[src/rtl/div_pkg.sv]
// Shared types and sizing for the sequential signed divider.
// Holds the FSM encoding and the iteration counter width.
package div_pkg;

   localparam int DIV_WIDTH = 32;
   localparam int DIV_CNT_W = $clog2(DIV_WIDTH + 1);

   localparam logic [1:0] ST_IDLE = 2'd0;
   localparam logic [1:0] ST_RUN  = 2'd1;
   localparam logic [1:0] ST_FIX  = 2'd2;

   typedef enum logic [1:0] {
      IDLE = ST_IDLE,
      RUN  = ST_RUN,
      FIX  = ST_FIX
   } state_t;

endpackage

[src/rtl/div_step.sv]
// One restoring division iteration on unsigned magnitudes.
// Shifts {rem, q} left, trial-subtracts the divisor, restores on borrow.
module div_step #(
   parameter int WIDTH = 32
) (
   input  logic [WIDTH-1:0] rem,
   input  logic [WIDTH-1:0] q,
   input  logic [WIDTH-1:0] divisor,
   output logic [WIDTH-1:0] rem_next,
   output logic [WIDTH-1:0] q_next
);

   logic [WIDTH:0] shifted;
   logic [WIDTH:0] trial;

   assign shifted = {rem, q[WIDTH-1]};
   assign trial   = shifted - {1'b0, divisor};

   always_comb begin
      rem_next = shifted[WIDTH-1:0];
      q_next   = {q[WIDTH-2:0], 1'b0};
      if (!trial[WIDTH]) begin
         rem_next = trial[WIDTH-1:0];
         q_next   = {q[WIDTH-2:0], 1'b1};
      end
   end

endmodule

[src/rtl/seq_divide.sv]
// Sequential signed divider: result = {remainder, quotient}.
// Restoring magnitude loop, then one sign-fix cycle.
module seq_divide
   import div_pkg::*;
#(
   parameter int WIDTH = DIV_WIDTH
) (
   input  logic               clock,
   input  logic               clear,
   input  logic               start,
   input  logic [WIDTH-1:0]   A,
   input  logic [WIDTH-1:0]   B,
   output logic               busy,
   output logic               done,
   output logic               div_by_zero,
   output logic [2*WIDTH-1:0] result
);

   localparam int CW = $clog2(WIDTH + 1);
   localparam logic [CW-1:0] LAST = CW'(WIDTH - 1);

   state_t           state;
   logic [CW-1:0]    cnt;
   logic [WIDTH-1:0] rem;
   logic [WIDTH-1:0] q;
   logic [WIDTH-1:0] divisor;
   logic             sign_q;
   logic             sign_r;
   logic             dbz;

   logic [WIDTH-1:0] rem_next;
   logic [WIDTH-1:0] q_next;
   logic [WIDTH-1:0] rem_fix;
   logic [WIDTH-1:0] q_fix;

   function automatic logic [WIDTH-1:0] mag(input logic [WIDTH-1:0] v);
      return v[WIDTH-1] ? -v : v;
   endfunction

   div_step #(
      .WIDTH(WIDTH)
   ) u_step (
      .rem     (rem),
      .q       (q),
      .divisor (divisor),
      .rem_next(rem_next),
      .q_next  (q_next)
   );

   assign rem_fix = sign_r ? -rem : rem;
   assign q_fix   = sign_q ? -q : q;
   assign busy    = (state != IDLE);

   always_ff @(posedge clock or negedge clear) begin
      if (!clear) begin
         state       <= IDLE;
         cnt         <= '0;
         rem         <= '0;
         q           <= '0;
         divisor     <= '0;
         sign_q      <= 1'b0;
         sign_r      <= 1'b0;
         dbz         <= 1'b0;
         done        <= 1'b0;
         div_by_zero <= 1'b0;
         result      <= '0;
      end else begin
         done <= 1'b0;
         unique case (state)
            IDLE: begin
               if (start) begin
                  sign_q  <= A[WIDTH-1] ^ B[WIDTH-1];
                  sign_r  <= A[WIDTH-1];
                  divisor <= mag(B);
                  cnt     <= '0;
                  if (B == '0) begin
                     // FIX re-applies A's sign to |A|, returning A itself
                     dbz    <= 1'b1;
                     sign_q <= 1'b0;
                     q      <= '1;
                     rem    <= mag(A);
                     state  <= FIX;
                  end else begin
                     dbz   <= 1'b0;
                     q     <= mag(A);
                     rem   <= '0;
                     state <= RUN;
                  end
               end
            end
            RUN: begin
               rem <= rem_next;
               q   <= q_next;
               cnt <= cnt + 1'b1;
               if (cnt == LAST) state <= FIX;
            end
            FIX: begin
               result      <= {rem_fix, q_fix};
               done        <= 1'b1;
               div_by_zero <= dbz;
               state       <= IDLE;
            end
            default: state <= IDLE;
         endcase
      end
   end

endmodule

[config.mk]
export PLATFORM = sky130hd
export DESIGN_NAME = seq_divide
export DESIGN_NICKNAME = d
export VERILOG_FILES = /design/src/rtl/div_pkg.sv /design/src/rtl/div_step.sv /design/src/rtl/seq_divide.sv
export SDC_FILE = /design/constraint.sdc
export NUM_CORES = 1
export LEC_CHECK = 0
export CORE_AREA = 2 2 145 147
export DETAILED_ROUTE_END_ITERATION = 8
export DIE_AREA = 0 0 147 149
export MAX_ROUTING_LAYER = met4
export PLACE_DENSITY = 0.91
export SETUP_SLACK_MARGIN = 0.1
export SYNTH_ARGS = -nofsm -noshare
export SYNTH_HDL_FRONTEND = slang
export SYNTH_SLANG_ARGS = --single-unit
export TNS_END_PERCENT = 100
[constraint.sdc]
create_clock -name clock -period 4.6 [get_ports clock]
set_input_delay 0.92 -clock clock [delete_from_list [all_inputs] [get_ports clock]]
set_output_delay 0.92 -clock clock [all_outputs]
set_load 0.1 [all_outputs]
==> metrics.md <==
| Metric | Value |
|---|---|
| Placeable Area | `0.02056 mm2` |
| Cell total after placement | `1663` |
| Total clock sinks | `173` |
| CTS Buf Count | `17` |
| Clock slew at the register clock pins of the worst setup and hold paths | `70 ps` |
| Fraction of layout instances using a drive strength above 1 | `6.620%` |
| First-pass GRT wire length | `52690 um` |
| Sequential area share after synthesis | `38.08%` |
| Non-filler cells, final | `1695` |
| Crit end category | `register` |
| Min-delay worst type | `register to register` |
| Summed negative setup slack over all endpoints | `0 ps` |
| DRC | `0` |
| Run status | `completed` |
| Worst hold slack | `476.9 ps` |
| Number of synthesized register bits | `173` |
| Average cell area after synthesis | `8.712 um2` |
| Part of the power in the clock network | `13.1%` |
| Cell internal power dissipation | `5620 uW` |
| DP Wirelength | `24140 um` |
| Die area | `0.02190 mm2` |
| Routed Wire Length | `32670 um` |
| Total inserted antenna cells | `0` |
| Net switching share of the total power | `48.44%` |
| Post-Synthesis Cell Area | `0.01137 mm2` |
| Router iterations before antenna repair | `5` |
| Worst EP required | `4900 ps` |
| Average vias per placed instance | `6.296` |
| Root buffer selected by CTS | `clkbuf_16` |
| Average wire per standard cell | `19.28 um` |
| Critical Setup Path Class | `register to register` |
| Synthesized netlist net count | `1410` |
| Initial cell density of the core | `55.31%` |
| Mux cell area share after synthesis | `1.673%` |
| Overall Global Routing Usage | `31.13%` |
| Asr flop ratio synth | `100.0%` |
| Global placer's final weighted congestion | `0.9787` |
| Die height | `149 um` |
| Fraction of the mapped netlist area in compound gates | `24.88%` |
| Max-cap violations | `0` |
| First-iteration detailed-routing DRC count | `1082` |
| Power share of the sequential group | `25.9%` |
| Slew of the pin with the lowest slew margin | `1071 ps` |
| Cell type contributing the most total cell area after synthesis | `dfrtp_1` |
| Overflow left after global routing | `0` |
| Fmax | `238.1 MHz` |
| I/O pin count | `134` |
| Dominant combinational cell family by area after synthesis | `compound AO/OA/AOI/OAI gates` |
| Fill cells | `1616` |
| Width of the chip | `147 um` |
| Vias in the first global route | `10053` |
| Start point of the critical path | `rem[0]` |
| Count of final setup violators | `0` |
| Worst slew margin relative to its limit | `28.60%` |
| Number of enable flip-flop cells after synthesis | `0` |
| Minimum clock period | `4200 ps` |
| Largest cells by area after synthesis | `dfrtp_1 38%, xor2_1 8.2%, o21ai_0 7.4%` |
| Area taken by multi-input logic gates | `0.006559 mm2` |
| Post-cts repair resize count | `0` |
| Via total after detailed routing | `10672` |
| Maximum root-to-sink buffer count | `2` |
| XOR/XNOR Fraction of Synth Area | `11.32%` |
| Startpoint of the worst hold path | `result[51]` |
| Number of hold buffers added after cts | `0` |
| Number of rows created at floorplan | `53` |
| Final Total Pwr | `10900 uW` |
| Adder-cell share of the synthesized area | `4.248%` |
| Number of instances in the synthesized netlist | `1305` |
| Clock tree from TritonCTS | `built` |
| Power density relative to cell area | `803.7 mW/mm2` |
| CP arrival | `4500 ps` |
| Max Slew Vio Count | `0` |
| Number of nets in the layout | `1512` |
| Gate power share | `61.1%` |
| Post-route fraction of the period consumed by the critical path | `91.30%` |
| Post-route antenna net violation count | `0` |
| Synth unique cells | `74` |
| Net switching power | `5281 uW` |
| Initial antenna violation count | `0` |
| Source of the worst register-to-register timing path | `rem[0]` |
| Number of warnings reported in the yosys synthesis log | `0` |
| Maximum number of pins on one net before global-route repair | `131` |
| Most used flip-flop cell after synthesis | `dfrtp_1` |
| Clock skew | `11.19 ps` |
| Number of I/O port buffers | `133` |
| Signed area change from the synthesized netlist to the final layout | `19.30%` |
| Number of levels in the clock H-tree | `4` |
| Final Hold Viols | `0` |
| Clock Latency Late Sink | `440 ps` |
| Setup crit start kind | `register` |
| Critical-path maximum fanout | `10` |
| Basic-gate share of the synthesized area counting and, or, nand and nor cells | `15.45%` |
| Combined flip-flop and latch cell area | `0.004329 mm2` |
| Setup repair after global routing missed its margin | `no` |
| Setup repair bufs after CTS | `0` |
| Share of the synthesized area in the top cell type | `38.08%` |
| Worst vdd rail ir drop | `0.4515 mV` |
| Lkg Pwr | `0.005781 uW` |
## final timing paths
path	end	slack [ps]	cells after the start
max	rem[14]	400	13
min	result[51]	480	2
max reg2reg	rem[14]	400	13
min reg2reg	result[51]	480	2
max in group asynchronous	result[52]	3100	2
min in group asynchronous	result[4]	570	1
## registers in the layout (all words and copies together) (netlist names), 2 cells and up
register and count:
cnt 6, divisor 32, q 32, rem 32, result 64, state 2
## routing by layer
| layer | global-route usage (%) | up-vias | wire [um] |
|---|---|---|---|
| li1 | - | 4941 | - |
| met1 | 40.30 | 5095 | 13550 |
| met2 | 48.19 | 534 | 15010 |
| met3 | 5.657 | 102 | 2751 |
| met4 | 14.09 | 0 | 1357 |
| met5 | - | - | 0 |
## cell usage in the layout, fill, tap and decap left out, drive strengths merged, types with 32 or more instances in the layout
master and n:
dfrtp 173, o21ai 171, or3 32, nor2 37, o31ai 33, a21oi 73, ha 37, inv 53
nand2 195, xor2 107, clkdlybuf4s50 132, xnor2 40
## Yosys cell counts, types with 5 or more instances
cell	n
a21o_1	22
a21oi_1	73
a221o_1	27
a22oi_1	7
a31oi_1	15
and3_1	5
buf_1	5
buf_2	5
clkbuf_1	68
dfrtp_1	173
ha_1	37
inv_1	48
mux2i_1	19
nand2_1	194
nand2b_1	10
nand3_1	14
nand4_1	9
nor2_1	36
nor2b_1	7
nor3_1	16
nor4_1	5
o211ai_1	5
o21ai_0	167
o221ai_1	19
o31ai_1	32
o41ai_1	16
or2_2	9
or3_1	27
or4_1	18
xnor2_1	40
xor2_1	107
## cell type report
type	instances	area share, %
flip-flops and latches	173	31.92
multi-input cells	1004	48.35
repair buffers	163	11.58
clock buffers	19	3.339
clock inverters	13	0.9501
inverters	48	1.328
well taps	275	2.537
## critical path, cell delays in order, from the launching register on
cell and delay, ps:
dfrtp_1 530, inv_1 220, fa_1 500, nand2b_1 220
a21oi_1 240, o41ai_1 130, buf_4 160, o22ai_1 340
o21a_1 410, a311o_1 550, nor2_4 110, buf_4 230
mux2i_1 280, o221ai_1 150
## stage by stage
stage / worst slack, ps / utilization (%) / cell area [um2]
after floorplan: 1080 / - / 11370
after global placement: 479.7 / 63.15 / 12980
after detailed placement: 378.2 / 63.15 / 12980
after CTS: 625.4 / 65.98 / 13560
after global routing: 340.9 / 65.98 / 13560
final: 400.2 / 65.98 / 13560
## power groups by stage
| stage | clock network, uW | logic, uW | registers, uW |
|---|---|---|---|
| 2_1_floorplan | 0 | 4740 | 2720 |
| 6_report | 1430 | 6660 | 2820 |
| 3_5_place_dp | 0 | 6460 | 2810 |
| 3_3_place_gp | 0 | 6330 | 2770 |
| 4_1_cts | 1430 | 6530 | 2780 |
| 5_1_grt | 1500 | 7230 | 2860 |
## logic make-up after synthesis
logic type / Yosys count
xor gates and xnor gates: 147
AOI/OAI and AO/OA: 432
and+or+nand+nor: 368
DFF: 173
adders and majority gates: 38
buffers and inverters: 128
muxes: 19
(Power assumes the default switching activity.)
